==> src/rtl/mdu_iter_if.sv <==
// Issue/result bundle between the EX stage and the iterative multiply/divide unit.
// The EX stage is the master; the unit is the slave.
interface mdu_iter_if #(
  parameter int unsigned WIDTH = 32
);
  logic             start;
  logic [1:0]       op;
  logic [WIDTH-1:0] src_a;
  logic [WIDTH-1:0] src_b;
  logic             cancel;
  logic             busy;
  logic             hi_we;
  logic             lo_we;
  logic [WIDTH-1:0] wdata_hi;
  logic [WIDTH-1:0] wdata_lo;

  modport master (
    output start, op, src_a, src_b, cancel,
    input  busy, hi_we, lo_we, wdata_hi, wdata_lo
  );

  modport slave (
    input  start, op, src_a, src_b, cancel,
    output busy, hi_we, lo_we, wdata_hi, wdata_lo
  );
endinterface

==> src/rtl/mdu_iter.sv <==
// Iterative MULT/MULTU/DIV/DIVU unit: one shift-add or restoring-divide step per cycle.
// Define MDU_FAST_MUL_EN to compute products in a single cycle at accept time.
module mdu_iter #(
  parameter int unsigned WIDTH = 32
) (
  input logic        clk,
  input logic        resetn,
  mdu_iter_if.slave  bus
);

  localparam int unsigned CntW = $clog2(WIDTH) + 1;

  typedef enum logic [1:0] {StIdle, StMul, StDiv, StDone} state_e;

  state_e               state_q, state_d;
  logic [CntW-1:0]      cnt_q, cnt_d;
  // MUL: {partial product upper, multiplier/product lower}; DIV: {remainder, dividend/quotient}
  logic [2*WIDTH-1:0]   acc_q, acc_d;
  logic [WIDTH-1:0]     opnd_q, opnd_d;
  logic                 neg_res_q, neg_res_d;
  logic                 neg_rem_q, neg_rem_d;
  logic                 div_zero_q, div_zero_d;
  logic [WIDTH-1:0]     hi_q, hi_d;
  logic [WIDTH-1:0]     lo_q, lo_d;

  logic                 is_signed;
  logic                 a_neg, b_neg;
  logic [WIDTH-1:0]     mag_a, mag_b;
  logic                 last_step;
  logic [WIDTH:0]       mul_sum;
  logic [2*WIDTH-1:0]   mul_next;
  logic [2*WIDTH-1:0]   prod_fix;
  logic [WIDTH:0]       rem_shift;
  logic [WIDTH:0]       rem_diff;
  logic [2*WIDTH-1:0]   div_next;
  logic [WIDTH-1:0]     quo_fix;
  logic [WIDTH-1:0]     rem_fix;
`ifdef MDU_FAST_MUL_EN
  logic [2*WIDTH-1:0]   fast_a, fast_b, fast_prod;
`endif

  always_comb begin
    is_signed = ~bus.op[0];
    a_neg     = is_signed & bus.src_a[WIDTH-1];
    b_neg     = is_signed & bus.src_b[WIDTH-1];
    mag_a     = a_neg ? -bus.src_a : bus.src_a;
    mag_b     = b_neg ? -bus.src_b : bus.src_b;
    last_step = (cnt_q == CntW'(WIDTH - 1));

    mul_sum   = {1'b0, acc_q[2*WIDTH-1:WIDTH]} + ({1'b0, opnd_q} & {(WIDTH+1){acc_q[0]}});
    mul_next  = {mul_sum, acc_q[WIDTH-1:1]};
    prod_fix  = neg_res_q ? -mul_next : mul_next;

    rem_shift = {acc_q[2*WIDTH-1:WIDTH], acc_q[WIDTH-1]};
    rem_diff  = rem_shift - {1'b0, opnd_q};
    // rem_shift never exceeds WIDTH bits when the trial subtract fails, so the restore fits
    if (!rem_diff[WIDTH]) begin
      div_next = {rem_diff[WIDTH-1:0], acc_q[WIDTH-2:0], 1'b1};
    end else begin
      div_next = {rem_shift[WIDTH-1:0], acc_q[WIDTH-2:0], 1'b0};
    end
    quo_fix = div_zero_q ? '1 : (neg_res_q ? -div_next[WIDTH-1:0] : div_next[WIDTH-1:0]);
    // A zero divisor leaves |a| as remainder, so restoring the dividend sign yields raw src_a
    rem_fix = neg_rem_q ? -div_next[2*WIDTH-1:WIDTH] : div_next[2*WIDTH-1:WIDTH];

`ifdef MDU_FAST_MUL_EN
    fast_a    = {{WIDTH{a_neg}}, bus.src_a};
    fast_b    = {{WIDTH{b_neg}}, bus.src_b};
    fast_prod = fast_a * fast_b;
`endif
  end

  always_comb begin
    state_d    = state_q;
    cnt_d      = cnt_q;
    acc_d      = acc_q;
    opnd_d     = opnd_q;
    neg_res_d  = neg_res_q;
    neg_rem_d  = neg_rem_q;
    div_zero_d = div_zero_q;
    hi_d       = hi_q;
    lo_d       = lo_q;

    unique case (state_q)
      StIdle: begin
        if (bus.start && !bus.cancel) begin
          cnt_d      = '0;
          neg_res_d  = a_neg ^ b_neg;
          neg_rem_d  = a_neg;
          div_zero_d = bus.op[1] & (bus.src_b == '0);
          if (bus.op[1]) begin
            acc_d   = {{WIDTH{1'b0}}, mag_a};
            opnd_d  = mag_b;
            state_d = StDiv;
          end else begin
            acc_d   = {{WIDTH{1'b0}}, mag_b};
            opnd_d  = mag_a;
`ifdef MDU_FAST_MUL_EN
            {hi_d, lo_d} = fast_prod;
            state_d      = StDone;
`else
            state_d      = StMul;
`endif
          end
        end
      end
      StMul: begin
        if (bus.cancel) begin
          state_d = StIdle;
        end else begin
          acc_d = mul_next;
          cnt_d = cnt_q + CntW'(1);
          if (last_step) begin
            {hi_d, lo_d} = prod_fix;
            state_d      = StDone;
          end
        end
      end
      StDiv: begin
        if (bus.cancel) begin
          state_d = StIdle;
        end else begin
          acc_d = div_next;
          cnt_d = cnt_q + CntW'(1);
          if (last_step) begin
            hi_d    = rem_fix;
            lo_d    = quo_fix;
            state_d = StDone;
          end
        end
      end
      StDone: begin
        state_d = StIdle;
      end
      default: begin
        state_d = StIdle;
      end
    endcase
  end

  always_ff @(posedge clk or negedge resetn) begin
    if (!resetn) begin
      state_q    <= StIdle;
      cnt_q      <= '0;
      acc_q      <= '0;
      opnd_q     <= '0;
      neg_res_q  <= 1'b0;
      neg_rem_q  <= 1'b0;
      div_zero_q <= 1'b0;
      hi_q       <= '0;
      lo_q       <= '0;
    end else begin
      state_q    <= state_d;
      cnt_q      <= cnt_d;
      acc_q      <= acc_d;
      opnd_q     <= opnd_d;
      neg_res_q  <= neg_res_d;
      neg_rem_q  <= neg_rem_d;
      div_zero_q <= div_zero_d;
      hi_q       <= hi_d;
      lo_q       <= lo_d;
    end
  end

  // A same-cycle cancel suppresses the DONE write
  assign bus.busy     = (state_q != StIdle);
  assign bus.hi_we    = (state_q == StDone) & ~bus.cancel;
  assign bus.lo_we    = (state_q == StDone) & ~bus.cancel;
  assign bus.wdata_hi = hi_q;
  assign bus.wdata_lo = lo_q;

endmodule

==> src/flat_wrapper.sv <==
// flat-port wrapper written by rule: the top's interface ports become plain ports
module mdu_iter_flat 
#(
  parameter int unsigned WIDTH = 32
)
  (clk, resetn, bus_start, bus_op, bus_src_a, bus_src_b, bus_cancel, bus_busy, bus_hi_we, bus_lo_we, bus_wdata_hi, bus_wdata_lo);
  mdu_iter_if #(.WIDTH(WIDTH)) bus_i ();
  input logic clk;
  input logic resetn;
  input wire logic [$bits(bus_i.start)-1:0] bus_start;
  input wire logic [$bits(bus_i.op)-1:0] bus_op;
  input wire logic [$bits(bus_i.src_a)-1:0] bus_src_a;
  input wire logic [$bits(bus_i.src_b)-1:0] bus_src_b;
  input wire logic [$bits(bus_i.cancel)-1:0] bus_cancel;
  output wire logic [$bits(bus_i.busy)-1:0] bus_busy;
  output wire logic [$bits(bus_i.hi_we)-1:0] bus_hi_we;
  output wire logic [$bits(bus_i.lo_we)-1:0] bus_lo_we;
  output wire logic [$bits(bus_i.wdata_hi)-1:0] bus_wdata_hi;
  output wire logic [$bits(bus_i.wdata_lo)-1:0] bus_wdata_lo;
  assign bus_i.start = bus_start;
  assign bus_i.op = bus_op;
  assign bus_i.src_a = bus_src_a;
  assign bus_i.src_b = bus_src_b;
  assign bus_i.cancel = bus_cancel;
  assign bus_busy = bus_i.busy;
  assign bus_hi_we = bus_i.hi_we;
  assign bus_lo_we = bus_i.lo_we;
  assign bus_wdata_hi = bus_i.wdata_hi;
  assign bus_wdata_lo = bus_i.wdata_lo;
  mdu_iter #(.WIDTH(WIDTH)) u_core (.clk(clk), .resetn(resetn), .bus(bus_i));
endmodule
==> config.mk <==
export PLATFORM = sky130hd
export DESIGN_NAME = mdu_iter_flat
export DESIGN_NICKNAME = d
export VERILOG_FILES = /design/src/rtl/mdu_iter_if.sv /design/src/rtl/mdu_iter.sv /design/src/flat_wrapper.sv
export SDC_FILE = /design/constraint.sdc
export NUM_CORES = 1
export LEC_CHECK = 0
export ABC_AREA = 1
export BUFFER_PORTS_ARGS = -buffer_cell sky130_fd_sc_hd__buf_2
export CORE_MARGIN = 3
export CORE_UTILIZATION = 45
export CTS_CLUSTER_DIAMETER = 100
export CTS_CLUSTER_SIZE = 14
export DETAILED_ROUTE_END_ITERATION = 6
export GPL_TIMING_DRIVEN = 1
export MAX_ROUTING_LAYER = met4
export PLACE_DENSITY = 0.68
export SYNTH_ARGS = -nofsm -noshare
export SYNTH_HDL_FRONTEND = slang
export SYNTH_SLANG_ARGS = --single-unit
==> constraint.sdc <==
create_clock -name clk -period 6.9 [get_ports clk]
set_clock_uncertainty 0.05 [all_clocks]
set_input_delay 0.345 -clock clk [delete_from_list [all_inputs] [get_ports clk]]
set_output_delay 0.345 -clock clk [all_outputs]
set_load 0.05 [all_outputs]
======== Word-level counts from Yosys, hierarchy flattened ========
Index checks and enable logic that the tools add are counted.
cells by class
  add/subtract/negate cells ............... 8
  $mul .................................... 0
  divide/modulo/power cells ............... 0
  order comparisons ....................... 0
  equality and inequality tests ........... 11
  shifts and indexed selects .............. 0
  mux-type cells .......................... 31
  bitwise operators ....................... 8
  reductions and logical operators ........ 14
operators by type and width
  kind                   count
  $mux W32               15
  $mux W64               5
  $pmux W64 S3           1
  $neg A32 Y32           4
  $pmux W32 S2           2
  $neg A64 Y64           1
  $add A32 B33 Y33       1
  $and A32 B33 Y33       1
  $sub A33 B32 Y33       1
  $logic_not A32 Y1      1
  $mux W6                2
  $pmux W6 S2            1
  $mux W2                4
  $add A6 B1 Y6 const B  1
  $eq A6 B5 Y1 const B   1
  $ne A2 B1 Y1 const B   3
  $ne A2 B2 Y1 const B   3
  $pmux W2 S3            1
  $reduce_bool A2 Y1     3
  $reduce_and A5 Y1      1
  $and A1 B1 Y1          4
  $eq A2 B2 Y1 const B   2
  $reduce_and A2 Y1      2
  $reduce_and A4 Y1      1
  other kinds (10)       11
storage, ports and cells
  flip-flop bits (word level) ............. 171
  latch bits .............................. 0
  memory bits (writable) .................. 0
  ROM bits ................................ 0
  bits of input ports ..................... 70
  output and inout bits ................... 67
  memories kept ........................... 0

======== Logic depth before layout (Yosys ltp) ========
  word-level depth ........................ 8
  depth in mapped cells ................... 30
  depth with buffers taken out ............ 28

======== Worst setup path before layout ========
OpenSTA, ideal clock, no wires.
  path kind ............................... register to register
  from .................................... register u_core.acc_q[0]
  to ...................................... register u_core.hi_q[26] (netlist: u_core.bus.wdata_hi[26])
  data arrival time ....................... 3.273 ns
  setup slack ............................. 3.459 ns
  stages on the path, launching flop included .. 25
  buffers on the path ..................... 2
  cell sequence ........................... dfrtp_1 -> clkbuf_1 -> clkbuf_1 -> nand2_1 -> inv_1 -> ha_1 -> inv_1 -> fa_1 -> inv_1 -> nand3_1 -> nand2_1 -> nand2_1 -> nand2_1 -> nand3_1 -> nand2_1 -> xnor2_1 -> nand2_1 -> nor3_1 -> nand2_1 -> o21ai_0 -> nand3b_1 -> nand3_1 -> nand2_1 -> nor2_1 -> nor2_1
on the way
  longest elaborated chain between the ends .. 7
RTL lines
  element                 line             text
  from (decl)             mdu_iter.sv:18   logic [2*WIDTH-1:0] acc_q, acc_d;
  from (signal assigned)  mdu_iter.sv:145  acc_q <= '0;
  from (signal assigned)  mdu_iter.sv:155  acc_q <= acc_d;
  $and A32 B33 Y33 *      mdu_iter.sv:50   mul_sum = {1'b0, acc_q[2*WIDTH-1:WIDTH]} + ({1'b0, opnd_q} & {(WIDTH+1){acc_q[0]}});
  $add A32 B33 Y33 *      mdu_iter.sv:50
  $neg A64 Y64            mdu_iter.sv:52   prod_fix = neg_res_q ? -mul_next : mul_next;
  $mux W64 *              mdu_iter.sv:52
  $mux W32 *              mdu_iter.sv:113  if (last_step) begin
  $mux W32 *              mdu_iter.sv:108  if (bus.cancel) begin
  $pmux W32 S2 *          mdu_iter.sv:84   unique case (state_q)
  to (signal assigned)    mdu_iter.sv:160  hi_q <= hi_d;
  to (decl)               mdu_iter.sv:23   logic [WIDTH-1:0] hi_q, hi_d;
Every way passes the cells marked *; elsewhere a longest branch is shown, timed or not. The select of a mux whose other input is x is not followed.
A chain may end at the register's enable or synchronous reset.

======== Worst setup path in the final report ========
Ends and elaborated chain as after synthesis.

==> impl_metrics.csv <==
group,metric,value,unit
timing,finalHoldViolations,0,
finish,layout_commonest_cell,"nand2_1",
synthesis,synth_largest_area_cell,"dfrtp_1",
run_status,status,"complete, no violations",
timing,tightestPinTransition,1.39,ns
grt,antenna_found_initial,2,
clock_network,cts_buffer_depth,2,
finish,multi_input_area,12000,um2
synthesis,syn_area_per_cell,5.92,um2
synthesis,synthCells,3082,
synthesis,synth_cell_types,55,
worst_setup_path,criticalPathCategory,"flip-flop to flip-flop",
finish,layout-drive-gt1-share,7.06,%
synthesis,synth_top_area_share,23.5,%
drt,ant_nets,0,
synthesis,syn_area,18200,um2
die,die_h,207,um
die,rows,73,
clock_network,clkTransAtPathRegs,0.08,ns
clock_network,worstSkewPairLatency,0.48,ns
synthesis,synth_edf_count,0,
worst_setup_path,crit_fanout,34,
synthesis,async_flop_share,100,%
finish,final_cell_mix,"nand2_1, inv_1, nor2_1",
worst_setup_path,worst_setup_path_end_kind,"flip-flop",
drt,routed_wl,81.6,mm
drt,drt-vias-per-instance,5.88,
grt,grt_pass1_wl,123,mm
finish,seq_area,4280,um2
worst_setup_path,cp.required,7.21,ns
clock_network,cts_tree,"built",
synthesis,synth_ff_type,"dfrtp_1",
worst_setup_path,start_kind,"flip-flop",
synthesis,syn-num-nets,3230,
synthesis,yosysWarnings,0,
synthesis,ys_seq_elements,171,
die,core_area,39900,um2
job,maxCapViolCount,0,
die,fp.dieW,207,um
synthesis,synth_area_leaders,"dfrtp_1, nand2_1, inv_1, nor2_1, o21ai_0",
finish,fill_cells,4237,
timing,finalSetupTns,0,ns
place,io_buffers,136,
clock_network,htreeDepth,4,
worst_hold_path,hold_path_class,"input port to flip-flop",
worst_setup_path,worstPathArrival,5.31,ns
grt,grt_pass1_vias,20600,
place,dpl-instance-area,19300,um2
timing,min_period,5.00,ns
timing,min_period_over_period,72.4,%
grt,grt_use_total,38.1,%
place,globalplace.congestion,1.05,
finish,layout.nets,3295,
synthesis,yosysSeqAreaShare,23.5,%
drt,dr.pass1.iters,6,
finish,post-route-cell-area,19900,um2
clock_network,root_buffer,"clkbuf_16",
timing,slew_headroom,7.02,%
drt,drc,0,
die,pin_count,137,
timing,setup_violations,0,
clock_network,clock_sinks,171,
drt,drt_iter0_drc,2500,
timing,grt_setup_unrepaired,"no",
timing,fmax,200,MHz
finish,final_util,49.9,%
grt,grt_overflow_total,0,
finish,areaGrowthSynthToFinish,9.25,%
timing,slew_viol_final,0,
drt,wl_per_cell,22.1,um
clock_network,cts-buffers-inserted,17,
drt,vias,21700,
grt,grt_start_max_net_pins,81,
place,post-dp-hpwl,64.7,mm
die,die-area,43000,um2
die,start_util,45.7,%
-- critical path, stage by stage, from the launching register on --
cell and delay [ns]:
dfrtp_1 1.27, nand2_1 0.11, inv_1 0.10, ha_1 0.21, inv_1 0.07, fa_1 0.41, inv_1 0.07, nand3_1 0.06
nand2_1 0.16, nand2_1 0.07, nand2_1 0.12, nand3_1 0.09, nand2_1 0.22, xnor2_1 0.35, nand2_1 0.19, nor3_1 0.29
nand2_1 0.11, o21ai_0 0.46, nand3b_1 0.14, nand3_1 0.10, nand2_1 0.06, nor2_1 0.11, nor2_1 0.05
-- final timing paths --
path / start / endpoint / slack, ns / cells past startpoint
setup / recovery: u_core.acc_q[0] / u_core.bus.wdata_hi[26] / 1.90 / 22
hold / removal: bus_src_a[31] / u_core.neg_res_q / 0.19 / 4
setup reg to reg: u_core.acc_q[0] / u_core.bus.wdata_hi[26] / 1.90 / 22
hold reg to reg: u_core.bus.wdata_lo[10] / u_core.bus.wdata_lo[10] / 0.43 / 2
max in group asynchronous: resetn / u_core.acc_q[7] / 5.13 / 3
min in group asynchronous: resetn / u_core.bus.wdata_hi[30] / 0.28 / 2
-- final cells by class --
cell class                 count  area share [%]
antenna                        2          0.0251
multi-input combinational   2391            60.2
tap                          525            3.30
clock buffer                  19            2.17
sequential                   171            21.5
clock inverter                13           0.911
inverter                     411            7.74
timing repair buffer         155            4.18
-- layer usage --
| metal | GRT usage (%) | up-vias | part of all wire (%) |
|---|---|---|---|
| li1 | - | 10200 | - |
| met1 | 46.3 | 10100 | 40 |
| met2 | 61.1 | 1105 | 46 |
| met3 | 5.49 | 264 | 7.3 |
| met4 | 21.2 | 0 | 6.6 |
| met5 | - | - | 0 |
-- synth_stat cells (all sizes together), types with 5 or more instances --
master and count:
dfrtp 171, ha 76, nand3b 8, o211ai 26
xor2 69, o31ai 7, o22ai 61, nor3 54
nor2 408, clkinv 5, o21bai 8, o221ai 20
buf 24, clkbuf 85, a31oi 27, a21oi 169
o21a 11, o21ai 270, or2 13, nand4 30
nor3b 5, inv 406, xnor2 42, nor4 11
nand3 190, nand2 860
-- cell families after synthesis --
kind of cell / Yosys count / synth area share (%)
and+or+nand+nor: 1583 / 35.6
DFF: 171 / 23.5
xor gates and xnor gates: 111 / 5.33
adders and majority gates: 78 / 5.43
AOI/OAI and AO/OA: 619 / 19.2
buffers and inverters: 520 / 10.9
-- flip-flops by register name, summed over array words and instances (netlist names) --
register and count:
u_core.neg_res_q 1, u_core.state_q 2, u_core.neg_rem_q 1, u_core.bus.wdata_lo 32, u_core.cnt_q 6, u_core.div_zero_q 1
u_core.bus.wdata_hi 32, u_core.opnd_q 32, u_core.acc_q 64
-- timing repair --
action,CTS,global route
hold buffers,1,0
setup buffers,0,0
hold endpoints to repair,29,0
gates resized for setup,0,0
-- per-stage QoR --
step	cells	hold WS [ns]	worst slack (ns)
after floorplan	3082	-0.000591	3.46
after global placement	3652	0.203	2.09
after detailed placement	3652	0.209	2.05
after CTS	3685	0.179	2.02
after global routing	3687	0.207	1.51
final	3687	0.190	1.90
Power is not shown: default switching activity piles up to over one toggle a cycle in this logic, so the estimate is an artifact.
